File: src/rtl/serial_add_ctrl_if.sv
// Operand intake and result delivery bundle for the bit-serial adder controller.
// Carries both valid/ready handshakes plus the busy status.
interface serial_add_ctrl_if #(
  parameter int unsigned WIDTH = 8
);
  logic             in_valid;
  logic             in_ready;
  logic [WIDTH-1:0] in_a;
  logic [WIDTH-1:0] in_b;
  logic             in_cin;
  logic             out_valid;
  logic             out_ready;
  logic [WIDTH-1:0] out_sum;
  logic             out_cout;
  logic             busy;

  modport master (
    output in_valid, in_a, in_b, in_cin, out_ready,
    input  in_ready, out_valid, out_sum, out_cout, busy
  );

  modport slave (
    input  in_valid, in_a, in_b, in_cin, out_ready,
    output in_ready, out_valid, out_sum, out_cout, busy
  );
endinterface

File: src/rtl/serial_add_ctrl.sv
// Bit-serial adder controller: a single full adder sums two WIDTH-bit operands
// LSB first over WIDTH cycles, with valid/ready intake and result delivery.
module full_adder (
  input  logic a,
  input  logic b,
  input  logic cin,
  output logic sum,
  output logic cout
);
  assign sum  = a ^ b ^ cin;
  assign cout = (a & b) | (cin & (a ^ b));
endmodule

module serial_add_ctrl #(
  parameter int unsigned WIDTH = 8
) (
  input logic              clk,
  input logic              rst_n,
  serial_add_ctrl_if.slave bus
);
  localparam int unsigned    CW   = (WIDTH > 1) ? $clog2(WIDTH) : 1;
  localparam logic [CW-1:0]  LAST = CW'(WIDTH - 1);

  typedef enum logic [1:0] {IDLE, RUN, DONE} state_t;

  state_t           state_q, state_d;
  logic [WIDTH-1:0] a_sh_q, a_sh_d;
  logic [WIDTH-1:0] b_sh_q, b_sh_d;
  logic [WIDTH-1:0] sum_sh_q, sum_sh_d;
  logic [WIDTH-1:0] out_sum_q, out_sum_d;
  logic             carry_q, carry_d;
  logic             out_cout_q, out_cout_d;
  logic [CW-1:0]    cnt_q, cnt_d;
  logic             in_ready_q, out_valid_q, busy_q;
  logic             fa_sum, fa_cout;

  // Bit counter increment built from gates so the full adder stays the only arithmetic.
  function automatic logic [CW-1:0] inc(input logic [CW-1:0] v);
    logic c;
    inc = v;
    c   = 1'b1;
    for (int i = 0; i < int'(CW); i++) begin
      inc[i] = v[i] ^ c;
      c      = c & v[i];
    end
  endfunction

  full_adder u_fa (
    .a    (a_sh_q[0]),
    .b    (b_sh_q[0]),
    .cin  (carry_q),
    .sum  (fa_sum),
    .cout (fa_cout)
  );

  // Next-state and datapath update.
  always_comb begin
    state_d    = state_q;
    a_sh_d     = a_sh_q;
    b_sh_d     = b_sh_q;
    sum_sh_d   = sum_sh_q;
    carry_d    = carry_q;
    cnt_d      = cnt_q;
    out_sum_d  = out_sum_q;
    out_cout_d = out_cout_q;
    case (state_q)
      IDLE: begin
        if (bus.in_valid) begin
          a_sh_d   = bus.in_a;
          b_sh_d   = bus.in_b;
          carry_d  = bus.in_cin;
          cnt_d    = '0;
          sum_sh_d = '0;
          state_d  = RUN;
        end
      end
      RUN: begin
        sum_sh_d            = sum_sh_q >> 1;
        sum_sh_d[WIDTH-1]   = fa_sum;
        carry_d             = fa_cout;
        a_sh_d              = a_sh_q >> 1;
        b_sh_d              = b_sh_q >> 1;
        cnt_d               = inc(cnt_q);
        if (cnt_q == LAST) begin
          out_sum_d  = sum_sh_d;
          out_cout_d = fa_cout;
          state_d    = DONE;
        end
      end
      DONE: begin
        if (bus.out_ready) begin
          state_d = IDLE;
        end
      end
      default: state_d = IDLE;
    endcase
  end

  // State and datapath registers; handshake flags are decoded from next state.
  always_ff @(posedge clk) begin
    if (!rst_n) begin
      state_q     <= IDLE;
      a_sh_q      <= '0;
      b_sh_q      <= '0;
      sum_sh_q    <= '0;
      carry_q     <= 1'b0;
      cnt_q       <= '0;
      out_sum_q   <= '0;
      out_cout_q  <= 1'b0;
      in_ready_q  <= 1'b1;
      out_valid_q <= 1'b0;
      busy_q      <= 1'b0;
    end else begin
      state_q     <= state_d;
      a_sh_q      <= a_sh_d;
      b_sh_q      <= b_sh_d;
      sum_sh_q    <= sum_sh_d;
      carry_q     <= carry_d;
      cnt_q       <= cnt_d;
      out_sum_q   <= out_sum_d;
      out_cout_q  <= out_cout_d;
      in_ready_q  <= (state_d == IDLE);
      out_valid_q <= (state_d == DONE);
      busy_q      <= (state_d != IDLE);
    end
  end

  assign bus.in_ready  = in_ready_q;
  assign bus.out_valid = out_valid_q;
  assign bus.busy      = busy_q;
  assign bus.out_sum   = out_sum_q;
  assign bus.out_cout  = out_cout_q;
endmodule

File: src/flat_wrapper.sv
// flat-port wrapper written by rule: the top's interface ports become plain ports
module serial_add_ctrl_flat 
#(
  parameter int unsigned WIDTH = 8
)
  (clk, rst_n, bus_in_valid, bus_in_a, bus_in_b, bus_in_cin, bus_out_ready, bus_in_ready, bus_out_valid, bus_out_sum, bus_out_cout, bus_busy);
  serial_add_ctrl_if #(.WIDTH(WIDTH)) bus_i ();
  input logic clk;
  input logic rst_n;
  input wire logic [$bits(bus_i.in_valid)-1:0] bus_in_valid;
  input wire logic [$bits(bus_i.in_a)-1:0] bus_in_a;
  input wire logic [$bits(bus_i.in_b)-1:0] bus_in_b;
  input wire logic [$bits(bus_i.in_cin)-1:0] bus_in_cin;
  input wire logic [$bits(bus_i.out_ready)-1:0] bus_out_ready;
  output wire logic [$bits(bus_i.in_ready)-1:0] bus_in_ready;
  output wire logic [$bits(bus_i.out_valid)-1:0] bus_out_valid;
  output wire logic [$bits(bus_i.out_sum)-1:0] bus_out_sum;
  output wire logic [$bits(bus_i.out_cout)-1:0] bus_out_cout;
  output wire logic [$bits(bus_i.busy)-1:0] bus_busy;
  assign bus_i.in_valid = bus_in_valid;
  assign bus_i.in_a = bus_in_a;
  assign bus_i.in_b = bus_in_b;
  assign bus_i.in_cin = bus_in_cin;
  assign bus_i.out_ready = bus_out_ready;
  assign bus_in_ready = bus_i.in_ready;
  assign bus_out_valid = bus_i.out_valid;
  assign bus_out_sum = bus_i.out_sum;
  assign bus_out_cout = bus_i.out_cout;
  assign bus_busy = bus_i.busy;
  serial_add_ctrl #(.WIDTH(WIDTH)) u_core (.clk(clk), .rst_n(rst_n), .bus(bus_i));
endmodule
File: config.mk
export PLATFORM = sky130hd
export DESIGN_NAME = serial_add_ctrl_flat
export DESIGN_NICKNAME = d
export VERILOG_FILES = /design/src/rtl/serial_add_ctrl_if.sv /design/src/rtl/serial_add_ctrl.sv /design/src/flat_wrapper.sv
export SDC_FILE = /design/constraint.sdc
export NUM_CORES = 1
export LEC_CHECK = 0
export ABC_AREA = 1
export CORE_ASPECT_RATIO = 1.1
export CORE_UTILIZATION = 51
export CTS_CLUSTER_DIAMETER = 120
export DETAILED_ROUTE_END_ITERATION = 16
export MAX_ROUTING_LAYER = met4
export PLACE_DENSITY = 0.84
export SLEW_MARGIN = 20
export SYNTH_ARGS = -nofsm -noshare
export SYNTH_HDL_FRONTEND = slang
export SYNTH_SLANG_ARGS = --single-unit
export TNS_END_PERCENT = 50
File: constraint.sdc
create_clock -name clk -period 1.6 [get_ports clk]
set_input_delay 0.16 -clock clk [delete_from_list [all_inputs] [get_ports clk]]
set_output_delay 0.16 -clock clk [all_outputs]
set_load 0.01 [all_outputs]
# Yosys cells after proc, flatten, opt, wreduce, memory -nomap -nowiden
# Index checks and enable logic that the tools add are counted.
# op_classes
addsub	0
multipliers	0
div	0
n_lt_le_gt_ge	0
eq_ne	5
n_shift	0
mux	14
n_bitwise	9
reduce_logical	6
# ops
cell	count
$pmux 8 s2	3
$mux 8	3
$mux 2	3
$pmux 2 s3	1
$pmux 3 s2	1
$eq 2x2->1 const B	2
$logic_not 2->1	2
$reduce_and 2->1	2
$reduce_bool 2->1	2
$xor 1x1->1	4
$and 1x1->1	3
$eq 3x3->1 const B	1
$mux 3	1
$eq 2x1->1 const B	1
$ne 2x2->1 const B	1
$pmux 1 s2	1
$mux 1	1
$not 1->1	1
$or 1x1->1	1
# word_totals
regBits	42
latch_bits	0
mem_bits_rw	0
rom_bits	0
inputBits	21
out_inout_bits	12
wordCells	45
memories	0

# Depth between registers and ports, before layout
# logic_depth
ltp_word	4
ltp_mapped	8
ltp_nobuf	7

# Cells and area by module
# Synthesis repeated with hierarchy kept, for this count alone.
# hier_totals
cells_unflattened	264
area_unflattened_um2	1794.2
# modules_own_cells
module	n_inst	cells_per_inst	area_each_um2	seq_area_each_um2
serial_add_ctrl	1	263	1774.2	820.8
full_adder	1	1	20.0	0.0

# Worst setup path after synthesis
# No wires, ideal clock.
# synth_path
kind	register -> register
from	register u_core.cnt_q[0]
to	register u_core.in_ready_q (netlist: u_core.bus.in_ready)
setup_time_ns	0.126
arrival_time_ns	1.134
required_ns	1.474
slack_ns	0.340
path_stages_with_launch	8
n_path_buf	1
synth_period_minus_slack_ns	1.260
path_cell_list	dfxtp_1 ha_1 ha_1 clkbuf_1 nand2_1 nand2_1 nand2_1 nand2_1
# synth_via
elab_chain_len	4
# synth_rtl
item	line	text
from (decl)	serial_add_ctrl.sv:33	logic [CW-1:0] cnt_q, cnt_d;
from (signal assigned)	serial_add_ctrl.sv:119	cnt_q <= cnt_d;
$eq 3x3->1	serial_add_ctrl.sv:84	if (cnt_q == LAST) begin
$mux 2	serial_add_ctrl.sv:84	
$pmux 2 s3	serial_add_ctrl.sv:66	case (state_q)
$logic_not 2->1	serial_add_ctrl.sv:122	in_ready_q <= (state_d == IDLE);
to (signal assigned)	serial_add_ctrl.sv:122	
to (decl)	serial_add_ctrl.sv:34	logic in_ready_q, out_valid_q, busy_q;
# Every way passes these cells.
# A chain may end at the register's enable or synchronous reset.

# Worst setup path in the final report
# layout_path
from	register u_core.out_sum_q[7] (netlist: u_core.bus.out_sum[7])
to	output bus_out_sum[7]
# layout_lines
item	line	text
from (decl)	serial_add_ctrl.sv:30	logic [WIDTH-1:0] out_sum_q, out_sum_d;
from (signal assigned)	serial_add_ctrl.sv:120	out_sum_q <= out_sum_d;
to (decl)	flat_wrapper.sv:17	output wire logic [$bits(bus_i.out_sum)-1:0] bus_out_sum;
# No word-level cell between the ends.

==> impl_metrics.json <==
{
  "cp.arrival_ns": 1.24,
  "diodes": 0,
  "max_freq_ghz": 0.714,
  "seq_area_frac_synth": 0.447,
  "drtPass1Iterations": 4,
  "tritoncts": "yes",
  "clk_latency_ns": 0.35,
  "antenna_found_initial": 0,
  "slowest_stage": "clkdlybuf4s50_1",
  "rsz0062_at_grt": "false",
  "met3_length_um": 153,
  "ant_nets": 0,
  "async_flop_share": 0,
  "m1WireLength_um": 1510,
  "portBuffers": 32,
  "dp.cells": 340,
  "setup_viol": 0,
  "rows": 22,
  "synthFlopType": "dfxtp_1",
  "post_cts.repair.setup_buffers": 0,
  "synth.area.top_cells": "dfxtp_1, nand2_1, nor2_1",
  "ys_warn_count": 0,
  "syn_inst": 269,
  "dieArea_um2": 3850,
  "cp_max_fo": 2,
  "avgRoutedWirePerCell_um": 9.42,
  "ys_top_cells_by_count": "nand2_1, nor2_1, dfxtp_1, inv_1, a21oi_1",
  "min_path_type": "in2reg",
  "critPathBufInv": 1,
  "grt_max_degree": 29,
  "grt_pass1_vias": 1377,
  "finalCritPeriodShare": 0.875,
  "drtIter0Drc": 77,
  "layout-drive-gt1-share": 0.0535,
  "postCtsResizedCells": 0,
  "skew_ns": 0.00221,
  "postCtsHoldBufs": 0,
  "die_y_um": 64.9,
  "critPathCaptureType": "primary output",
  "syn2layout_area_growth_pct": 20.4,
  "synth_fp_nets": 293,
  "ys_ff_latch": 41,
  "start_util": 0.542,
  "finalSetupTns_ns": 0,
  "cts-root-buf": "clkbuf_4",
  "final_nets": 323,
  "overflow": 0,
  "cp-start-kind": "register",
  "cts.clk_slew.worst_paths_ns": 0.11,
  "die_w_um": 59.2,
  "fin_cells": 347,
  "cap_violations": 0,
  "highest_layer": "met4",
  "outcome": "finished clean",
  "period_needed_ns": 1.40,
  "cts-buffers-inserted": 5,
  "grt_pass1_wl_um": 5800,
  "yosysMostFrequentCell": "nand2_1",
  "worstMarginPinSlew_ns": 0.617,
  "relSlewSlack": 0.588,
  "synth.largest_area_cell": "dfxtp_1",
  "worst_ir_drop_vdd_mv": 0.499,
  "synth_top_area_share": 0.447,
  "critPathMaxStageDelay_ns": 0.54,
  "grt_usage": 0.204,
  "critPathRequiredTime_ns": 1.44,
  "wirelength_um": 3270,
  "wl_met2_um": 1540,
  "num_vias": 1625,
  "p_leak_nw": 0.988,
  "hold_viol": 0,
  "critPathTopFamily": "buffers and inverters",
  "io_pins": 33,
  "syn_area_um2": 1840,
  "ys_types": 19,
  "finalMaxSlewViolations": 0,
  "cts_buffer_depth": 2,
  "crit_type": "reg2out",
  "h-tree-depth": 2,
  "drcViolationCount": 0,
  "synth_edf_count": 0,
  "crit_chain": "clkdlybuf4s50_1",
  "clock-sinks": 41,
  "hpwlAfterDp_um": 2250,
  "powerDensity_nw_per_um2": 858,
  "via_per_inst": 4.68,
  "core_area_um2": 3390,
  "avgSynthCellArea_um2": 6.83,
  "gp_congestion": 0.786
}
registers in the layout (all words and copies together) (netlist names):
name,count
u_core.a_sh_q,8
u_core.b_sh_q,8
u_core.bus.busy,1
u_core.bus.in_ready,1
u_core.bus.out_cout,1
u_core.bus.out_sum,8
u_core.bus.out_valid,1
u_core.carry_q,1
u_core.cnt_q,3
u_core.state_q,2
u_core.sum_sh_q,7
cells by family after synthesis:
logic type                 count (synthesis)  share of synthesized area
AOI/OAI and AO/OA                         24                     0.0715
buffers and inverters                     41                      0.115
adders and majority gates                  3                     0.0245
and+or+nand+nor                          160                      0.342
DFF                                       41                      0.447
final timing paths:
path                    startpoint            endpoint  slack (ns)  cells past startpoint
min                    bus_in_a[7]    u_core.a_sh_q[7]        0.40                      3
min reg2reg     u_core.sum_sh_q[1]  u_core.sum_sh_q[1]        0.47                      2
max reg2reg        u_core.cnt_q[0]     u_core.bus.busy        0.21                      6
max          u_core.bus.out_sum[7]      bus_out_sum[7]        0.20                      1
final cells by class:
class / instances / area (um^2)
fillers: 338 / 1170
flip-flops and latches: 41 / 821
multi-input cells: 187 / 805
repair buffers: 37 / 370
inverters: 27 / 101
well taps: 48 / 60.1
clock buffers: 7 / 55.1
cell usage in the layout (no fill, tap or decap):
master | Yosys | routed
nand2_1 | 95 | 95
nor2_1 | 51 | 51
dfxtp_1 | 41 | 41
clkdlybuf4s50_1 | 0 | 32
inv_1 | 26 | 26
a21oi_1 | 20 | 20
nand3_1 | 9 | 9
clkbuf_4 | 0 | 5
buf_4 | 3 | 4
o21ai_0 | 3 | 3
nand2_2 | 2 | 2
nand4_1 | 2 | 2
ha_1 | 2 | 2
inv_2 | 1 | 1
o21ai_4 | 1 | 1
nand3_2 | 1 | 1
fa_1 | 1 | 1
clkbuf_8 | 0 | 1
clkbuf_1 | 3 | 1
buf_12 | 0 | 1
routing by layer:
layer / track usage / vias to the layer above
li1: - / 870
met1: 0.243 / 710
met2: 0.317 / 38
met3: 0.0539 / 7
met4: 0.0952 / 0
met5: - / -
stage by stage:
stage	utilization	total power [mW]	instance area (um^2)	hold WS, ns	setup WS [ns]
2_1_floorplan	-	1.31	1840	0.331	0.340
3_3_place_gp	0.637	1.39	2160	0.444	0.192
3_5_place_dp	0.637	1.39	2160	0.450	0.145
4_1_cts	0.653	1.92	2210	0.383	0.172
5_1_grt	0.653	2.01	2210	0.384	0.0380
6_report	0.653	1.90	2210	0.398	0.200
power breakdown:
| group | switching [mW] | leakage (nW) | total [mW] | internal [mW] |
|---|---|---|---|---|
| logic | 0.156 | 0.621 | 0.282 | 0.125 |
| registers | 0.0194 | 0.336 | 1.09 | 1.07 |
| clock network | 0.322 | 0.0314 | 0.530 | 0.208 |
| total | 0.498 | 0.988 | 1.90 | 1.40 |
Power figures use the tool's default switching activity.
